<file path="src/rtl/bar_plot_pkg.sv">
// ---------------------------------------------------------------------------
// bar_plot_pkg
// Shared definitions for the bar plotting datapath: screen geometry, bus
// widths, the sweep FSM state encoding and a row-clipping helper.
// No ports (package).
// ---------------------------------------------------------------------------
package bar_plot_pkg;

  localparam int SCREEN_W     = 160;
  localparam int SCREEN_H_DEF = 120;
  localparam int COLOUR_W     = 3;
  localparam int X_W          = 8;
  localparam int Y_W          = 7;

  // ERASE is only ever entered when the erase feature is compiled in.
  typedef enum logic [1:0] {
    IDLE  = 2'd0,
    ERASE = 2'd1,
    DRAW  = 2'd2,
    DONE  = 2'd3
  } state_t;

  // Saturate a row value to the bottom row of the screen.
  function automatic logic [Y_W-1:0] clip_row(input logic [Y_W-1:0] row,
                                              input logic [Y_W-1:0] maxRow);
    return (row > maxRow) ? maxRow : row;
  endfunction

endpackage

</file>
<file path="src/rtl/bar_plot_datapath_pixel_scan_counter.sv">
// ---------------------------------------------------------------------------
// pixel_scan_counter
// Two-dimensional column-fast scan counter used for both the erase and the
// draw sweep. cx runs 0..width-1, then wraps and cy advances. last flags the
// final pixel of the rectangle (cx = width-1 and cy = yhi).
// Ports:
//   clk, rst_n      clock / asynchronous active-low reset
//   init            load cx = 0, cy = ylo (wins over enable)
//   enable          advance one pixel
//   ylo             first row of the sweep (used on init)
//   yhi             last row of the sweep (used for last)
//   width           bar width in pixels, 1..16
//   cx, cy          current column offset and row
//   last            current position is the final pixel
// ---------------------------------------------------------------------------
module pixel_scan_counter
  import bar_plot_pkg::*;
(
  input  logic           clk,
  input  logic           rst_n,
  input  logic           init,
  input  logic           enable,
  input  logic [Y_W-1:0] ylo,
  input  logic [Y_W-1:0] yhi,
  input  logic [4:0]     width,
  output logic [3:0]     cx,
  output logic [Y_W-1:0] cy,
  output logic           last
);

  logic [3:0]     cx_q;
  logic [Y_W-1:0] cy_q;
  logic           colLast;

  // End of a row is detected in 5 bits so that a width of 16 compares cleanly.
  always_comb begin
    colLast = ({1'b0, cx_q} == (width - 5'd1));
    last    = colLast && (cy_q == yhi);
  end

  // Counter register: init restarts the rectangle, enable walks it.
  always_ff @(posedge clk or negedge rst_n) begin
    if (!rst_n) begin
      cx_q <= '0;
      cy_q <= '0;
    end else if (init) begin
      cx_q <= '0;
      cy_q <= ylo;
    end else if (enable) begin
      if (colLast) begin
        cx_q <= '0;
        cy_q <= cy_q + 7'd1;
      end else begin
        cx_q <= cx_q + 4'd1;
      end
    end
  end

  assign cx = cx_q;
  assign cy = cy_q;

endmodule

</file>
<file path="src/rtl/bar_plot_datapath.sv">
// ---------------------------------------------------------------------------
// bar_plot_datapath
// Captures top row, bottom row and colour from the switch bus under the load
// FSM strobes, and on a rising edge of writeEn sweeps a filled vertical bar
// one pixel per clock into the 160x120 VGA adapter.
// Optional feature macro: BAR_ERASE_EN -- when defined, the previous bar's
// row span is first swept in black before the new bar is drawn.
// Ports:
//   clk, resetn     clock / asynchronous active-low reset
//   data_in         row value from switches (clipped to SCREEN_H-1)
//   colour_in       RGB colour from switches
//   ld_top          load data_in into the top register
//   ld_bottom       load data_in into the bottom register
//   ld_color        load colour_in into the colour register
//   writeEn         draw request (level, rising edge starts a sweep)
//   x, y, colour    pixel to the VGA adapter
//   plot            pixel valid strobe
//   busy            sweep in progress
//   done            sweep complete
// ---------------------------------------------------------------------------
module bar_plot_datapath
  import bar_plot_pkg::*;
#(
  parameter logic [X_W-1:0] X_POS    = 8'd40,
  parameter int             BAR_W    = 4,
  parameter int             SCREEN_H = SCREEN_H_DEF
) (
  input  logic                clk,
  input  logic                resetn,
  input  logic [Y_W-1:0]      data_in,
  input  logic [COLOUR_W-1:0] colour_in,
  input  logic                ld_top,
  input  logic                ld_bottom,
  input  logic                ld_color,
  input  logic                writeEn,
  output logic [X_W-1:0]      x,
  output logic [Y_W-1:0]      y,
  output logic [COLOUR_W-1:0] colour,
  output logic                plot,
  output logic                busy,
  output logic                done
);

  localparam logic [Y_W-1:0] MAX_ROW = Y_W'(SCREEN_H - 1);
  localparam logic [4:0]     WIDTH   = 5'(BAR_W);

  state_t              state_q;
  logic [Y_W-1:0]      top_q, bot_q;
  logic [COLOUR_W-1:0] col_q;
  logic [X_W-1:0]      x_q;
  logic [Y_W-1:0]      y_q;
  logic [COLOUR_W-1:0] colour_q;
  logic                plot_q, busy_q, done_q;
  logic                wePrev_q;

  logic                idleOrDone;
  logic                startEdge;
  logic [Y_W-1:0]      yLo, yHi;
  logic                cntInit, cntEnable, cntLast;
  logic [Y_W-1:0]      cntYlo, cntYhi;
  logic [3:0]          cntCx;
  logic [Y_W-1:0]      cntCy;
  state_t              startState_d;

`ifdef BAR_ERASE_EN
  logic [Y_W-1:0]      oldLo_q, oldHi_q;
  logic                oldValid_q;
`endif

  // Loads and starts are only accepted once the sweep has fully retired;
  // busy_q covers the single DONE cycle in which the last pixel is still
  // on the outputs.
  always_comb begin
    idleOrDone = ((state_q == IDLE) || (state_q == DONE)) && !busy_q;
    startEdge  = idleOrDone && writeEn && !wePrev_q;
    yLo        = (top_q < bot_q) ? top_q : bot_q;
    yHi        = (top_q < bot_q) ? bot_q : top_q;
  end

  // Counter steering. In ERASE the end row comes from the stored old span,
  // while the re-init at the end of ERASE already targets the new bar, so
  // ylo and yhi are selected independently and never loop through last.
  always_comb begin
    cntEnable    = (state_q == DRAW) || (state_q == ERASE);
    cntYlo       = yLo;
    cntYhi       = yHi;
    cntInit      = startEdge;
    startState_d = DRAW;
`ifdef BAR_ERASE_EN
    if (state_q == ERASE) begin
      cntYhi  = oldHi_q;
      cntInit = cntLast;
    end else if (oldValid_q) begin
      cntYlo       = oldLo_q;
      startState_d = ERASE;
    end
`endif
  end

  pixel_scan_counter u_scan (
    .clk    (clk),
    .rst_n  (resetn),
    .init   (cntInit),
    .enable (cntEnable),
    .ylo    (cntYlo),
    .yhi    (cntYhi),
    .width  (WIDTH),
    .cx     (cntCx),
    .cy     (cntCy),
    .last   (cntLast)
  );

  // Sweep FSM with registered pixel outputs. Each DRAW/ERASE clock registers
  // the counter's current position, so the first pixel appears one clock
  // after the start edge and done one clock after the last pixel.
  always_ff @(posedge clk or negedge resetn) begin
    if (!resetn) begin
      state_q    <= IDLE;
      top_q      <= '0;
      bot_q      <= '0;
      col_q      <= '0;
      x_q        <= '0;
      y_q        <= '0;
      colour_q   <= '0;
      plot_q     <= 1'b0;
      busy_q     <= 1'b0;
      done_q     <= 1'b0;
      wePrev_q   <= 1'b0;
`ifdef BAR_ERASE_EN
      oldLo_q    <= '0;
      oldHi_q    <= '0;
      oldValid_q <= 1'b0;
`endif
    end else begin
      wePrev_q <= writeEn;
      if (idleOrDone) begin
        if (ld_top)    top_q <= clip_row(data_in, MAX_ROW);
        if (ld_bottom) bot_q <= clip_row(data_in, MAX_ROW);
        if (ld_color)  col_q <= colour_in;
      end
      case (state_q)
        IDLE: begin
          plot_q <= 1'b0;
          if (startEdge) begin
            state_q <= startState_d;
            busy_q  <= 1'b1;
            done_q  <= 1'b0;
          end
        end
`ifdef BAR_ERASE_EN
        ERASE: begin
          plot_q   <= 1'b1;
          x_q      <= X_POS + {4'd0, cntCx};
          y_q      <= cntCy;
          colour_q <= '0;
          if (cntLast) state_q <= DRAW;
        end
`endif
        DRAW: begin
          plot_q   <= 1'b1;
          x_q      <= X_POS + {4'd0, cntCx};
          y_q      <= cntCy;
          colour_q <= col_q;
          if (cntLast) begin
            state_q <= DONE;
`ifdef BAR_ERASE_EN
            oldLo_q    <= yLo;
            oldHi_q    <= yHi;
            oldValid_q <= 1'b1;
`endif
          end
        end
        DONE: begin
          plot_q <= 1'b0;
          if (busy_q) begin
            busy_q <= 1'b0;
            done_q <= 1'b1;
          end else if (startEdge) begin
            state_q <= startState_d;
            busy_q  <= 1'b1;
            done_q  <= 1'b0;
          end else if (!writeEn) begin
            state_q <= IDLE;
            done_q  <= 1'b0;
          end
        end
        default: begin
          state_q <= IDLE;
          plot_q  <= 1'b0;
        end
      endcase
    end
  end

  assign x      = x_q;
  assign y      = y_q;
  assign colour = colour_q;
  assign plot   = plot_q;
  assign busy   = busy_q;
  assign done   = done_q;

endmodule
</file>
<file path="config.mk">
export PLATFORM = sky130hd
export DESIGN_NAME = bar_plot_datapath
export DESIGN_NICKNAME = d
export VERILOG_FILES = /design/src/rtl/bar_plot_pkg.sv /design/src/rtl/bar_plot_datapath_pixel_scan_counter.sv /design/src/rtl/bar_plot_datapath.sv
export SDC_FILE = /design/constraint.sdc
export NUM_CORES = 1
export LEC_CHECK = 0
export CAP_MARGIN = 15
export CORE_ASPECT_RATIO = 0.75
export CORE_MARGIN = 5
export CORE_UTILIZATION = 45
export CTS_CLUSTER_SIZE = 16
export DETAILED_ROUTE_END_ITERATION = 8
export PLACE_DENSITY = 0.68
export SYNTH_ARGS = -nofsm -noshare
export SYNTH_HDL_FRONTEND = slang
export SYNTH_HIERARCHICAL = 1
export SYNTH_SLANG_ARGS = --single-unit
</file>
<file path="constraint.sdc">
create_clock -name clk -period 3.6 [get_ports clk]
set_input_delay 0.36 -clock clk [delete_from_list [all_inputs] [get_ports clk]]
set_output_delay 0.36 -clock clk [all_outputs]
set_load 0.05 [all_outputs]
</file>
==> flow_summary.ini <==
[clocking]
numCtsBuffers = 5
cts_sinks = 50
clockBufferDepth = 2
clock_latency_ns = 0.30
cts_hold_buf = 0
clockRootBuffer = sky130_fd_sc_hd__clkbuf_8
postCtsSetupBuffers = 0
path_clk_slew_ns = 0.09
cts_htree_levels = 2
cts_resized = 0
cts_tree = yes

[yosys]
synth.cell_area_um2 = 2730
synth_cell_type_count = 43
synthCells = 263
ys_warn_count = 6
ys_seq_elements = 50
post_synth.cell_area_avg_um2 = 10.4
yosysSeqAreaShare_pct = 45.9

[cells_and_area]
layout.filler_cells = 514
most_common_cell_after_layout_fill_and_taps_aside = sky130_fd_sc_hd__dfrtp_1
postLayoutCellArea_um2 = 3300
regArea_um2 = 1250
fin_nets = 341
multi_input_comb_area_um2 = 1420
area_growth_syn_to_layout_pct = 20.8
diodes = 0
final_layout_size_suffix_gt1_share_pct = 17.3
commonest_cells_after_routing_fill_and_taps_aside = sky130_fd_sc_hd__dfrtp_1, sky130_fd_sc_hd__nand2_1, sky130_fd_sc_hd__mux2_2, sky130_fd_sc_hd__clkdlybuf4s50_1, sky130_fd_sc_hd__o21ai_0

[critical_path]
r2r_end = state_q[1]
worstSetupPathDepth = 13
critical_path.n_buffers_inverters = 2
crit_path_cell_trace = inv_1 -> ha_1 -> a21oi_1 -> o21ai_1 -> a21oi_2 -> buf_4 -> mux2_2 -> xnor2_1 -> nand4_1 -> nor3_1 -> o221ai_2 -> or3_1 -> o21ai_0
worst_setup_path_startpoint = bot_q[2]
slowest_delay_ns = 0.40
library_cell_contributing_the_largest_single_delay_on_the_critical_path = sky130_fd_sc_hd__dfrtp_1
worst-path-max-fanout = 8
startpoint_type = register
critPathTopFamily = compound AO/OA/AOI/OAI gates
critical_path_arrival_ns = 3.22
worstRegToRegCells = 13
crit_end_category = register
worstPathRequired_ns = 3.83
worstSetupEndpoint = state_q[1]
critical_path_class = register to register
rr_startpoint = bot_q[2]
reg2reg_setup_slack_ns = 0.61

[route]
ant_nets = 0
wl_per_cell_um = 13.3
dr.first_iter.drc_count = 104
detailedRoute.firstPassIterationCount = 5
remaining_drc_errors = 0
drt-total-wl_um = 5210
vias_per_cell = 5.06
route.vias.total = 1978

[global_routing]
global_route_wire_length_before_repair_um = 9320
global_route.usage.total_pct = 14.6
globalRoute.totalOverflow = 0
grt_start_max_net_pins = 30
number_of_global_route_vias_before_repair = 2056
antenna_found_initial = 0

[place]
placed_cell_area_um2 = 3190
final_hpwl_dp_um = 3890
placement.io_buffers = 34
routability_congestion = 0.750

[die]
design.die.area_um2 = 7740
rows = 24
die_h_um = 77.4
initial_utilization_pct = 46.6
die-width_um = 99.9
pin_count = 37
core_um2 = 5860

[timing]
rsz_0062_raised_after_global_routing = false
drv_slew = 0
final.min_clock_period_ns = 2.99
finalClockSkew_ns = 0.00801
setup_tns_ns = 0
hold_viol = 0
finalSetupViolations = 0
max_freq_mhz = 335
tightest_slew_ns = 0.598
timing.slew.headroom_pct = 60.0
timing.final.crit_share_pct = 83.0

[pwr]
leakage_nw = 1.44
cellPowerDensity_nw_per_um2 = 1040
vdd_ir_drop_max_v = 0.000491

[status]
outcome = finished, final reports clean

[job]
drv_cap = 0

[hold_path]
worstHoldPathType = primary input to async pin
## worst register-to-register path, stage by stage, from the launching register on
cell	delay (ns)
sky130_fd_sc_hd__dfrtp_1	0.40
sky130_fd_sc_hd__inv_1	0.06
sky130_fd_sc_hd__ha_1	0.28
sky130_fd_sc_hd__a21oi_1	0.14
sky130_fd_sc_hd__o21ai_1	0.12
sky130_fd_sc_hd__a21oi_2	0.35
sky130_fd_sc_hd__buf_4	0.24
sky130_fd_sc_hd__mux2_2	0.36
sky130_fd_sc_hd__xnor2_1	0.16
sky130_fd_sc_hd__nand4_1	0.11
sky130_fd_sc_hd__nor3_1	0.19
sky130_fd_sc_hd__o221ai_2	0.14
sky130_fd_sc_hd__or3_1	0.31
sky130_fd_sc_hd__o21ai_0	0.07
## state kept, by name (all words and copies together) (netlist names)
| signal | cells |
|---|---|
| top_q | 7 |
| state_q | 2 |
| x | 6 |
| y | 7 |
| busy | 1 |
| u_scan/cy | 7 |
| plot | 1 |
| bot_q | 7 |
| wePrev_q | 1 |
| colour | 3 |
| col_q | 3 |
| done | 1 |
| u_scan/cx | 4 |
## report_power, final
part | internal [mW] | switching (mW) | leakage, nW
logic | 0.892 | 1.07 | 0.782
clock network | 0.205 | 0.190 | 0.0579
registers | 0.825 | 0.238 | 0.604
total | 1.92 | 1.50 | 1.44
## synthesized netlist by cell type
library cell	number	area share, %
sky130_fd_sc_hd__a221oi_2	1	0.55
sky130_fd_sc_hd__nand3_1	7	1.3
sky130_fd_sc_hd__o22a_2	1	0.37
sky130_fd_sc_hd__xor2_1	2	0.64
sky130_fd_sc_hd__and3b_2	1	0.37
sky130_fd_sc_hd__or2_2	1	0.23
sky130_fd_sc_hd__ha_1	13	6.0
sky130_fd_sc_hd__and2_1	2	0.46
sky130_fd_sc_hd__or3_1	6	1.4
sky130_fd_sc_hd__o21ai_1	1	0.18
sky130_fd_sc_hd__nand2_1	37	5.1
sky130_fd_sc_hd__inv_1	14	1.9
sky130_fd_sc_hd__nor4b_4	1	0.87
sky130_fd_sc_hd__o32a_1	1	0.37
sky130_fd_sc_hd__a211oi_1	1	0.28
sky130_fd_sc_hd__dfrtp_1	50	46
sky130_fd_sc_hd__nor2_1	14	1.9
sky130_fd_sc_hd__o21ba_1	1	0.37
sky130_fd_sc_hd__a21oi_2	1	0.32
sky130_fd_sc_hd__mux2_2	33	14
sky130_fd_sc_hd__mux2i_1	2	0.73
sky130_fd_sc_hd__o211ai_2	1	0.46
sky130_fd_sc_hd__buf_6	1	0.41
sky130_fd_sc_hd__o2111ai_1	1	0.32
sky130_fd_sc_hd__a31oi_1	4	0.92
sky130_fd_sc_hd__o31ai_1	1	0.28
sky130_fd_sc_hd__nand4_1	3	0.69
sky130_fd_sc_hd__nand4b_1	1	0.32
sky130_fd_sc_hd__buf_4	3	0.83
sky130_fd_sc_hd__o21ai_0	19	3.5
sky130_fd_sc_hd__clkinv_1	1	0.14
sky130_fd_sc_hd__a211o_1	2	0.64
sky130_fd_sc_hd__o221ai_2	1	0.55
sky130_fd_sc_hd__buf_2	1	0.18
sky130_fd_sc_hd__a22oi_1	1	0.28
sky130_fd_sc_hd__xnor2_1	11	3.5
sky130_fd_sc_hd__nor3_1	4	0.73
sky130_fd_sc_hd__conb_1	2	0.28
sky130_fd_sc_hd__o311a_1	2	0.73
sky130_fd_sc_hd__nand3b_1	1	0.28
sky130_fd_sc_hd__nor2b_1	1	0.23
sky130_fd_sc_hd__a21oi_1	7	1.3
sky130_fd_sc_hd__clkbuf_1	5	0.69
## layout make-up
type | instances | area share (%)
clock buffer | 5 | 2.09
sequential | 50 | 38.0
multi-input combinational | 202 | 43.0
timing repair buffer | 38 | 11.1
clock inverter | 3 | 1.21
tap | 78 | 2.96
inverter | 15 | 1.71
## per-layer routing
| metal | GRT usage (%) | share of wire (%) |
|---|---|---|
| met5 | 0 | 0 |
| met1 | 20.4 | 51 |
| met4 | 3.27 | 0.48 |
| met2 | 22.9 | 44 |
| met3 | 3.67 | 4.6 |
## metrics by stage
stage | power (mW) | hold slack [ns] | utilization (%) | worst slack (ns) | cells
finish | 3.42 | 0.0128 | 56.3 | 0.613 | 391
global route | 3.70 | 0.0413 | 56.3 | 0.326 | 391
CTS | 3.45 | 0.0256 | 56.3 | 0.617 | 391
detailed placement | 3.04 | 0.357 | 54.4 | 0.634 | 383
global placement | 3.01 | 0.347 | 54.4 | 0.697 | 383
floorplan | 2.56 | 0.0644 | - | 0.947 | 277
## cell families after synthesis
logic type | synth area share [%]
muxes | 14.4
other | 0.275
AOI/OAI and AO/OA | 11.4
xor gates and xnor gates | 4.17
adders and majority gates | 5.96
and+or+nand+nor | 13.8
DFF | 45.9
buffers and inverters | 4.17
## worst min-delay path by stage
stage	startpoint	endpoint	slack [ns]	cells after the start
global placement	resetn	top_q[5]	0.35	1
global route	resetn	top_q[6]	0.04	1
finish	resetn	bot_q[5]	0.01	1
detailed placement	resetn	bot_q[5]	0.36	1
floorplan	resetn	bot_q[0]	0.06	0
CTS	resetn	u_scan/cy[2]	0.03	1
Note: power is estimated with default switching activity, not from simulation.
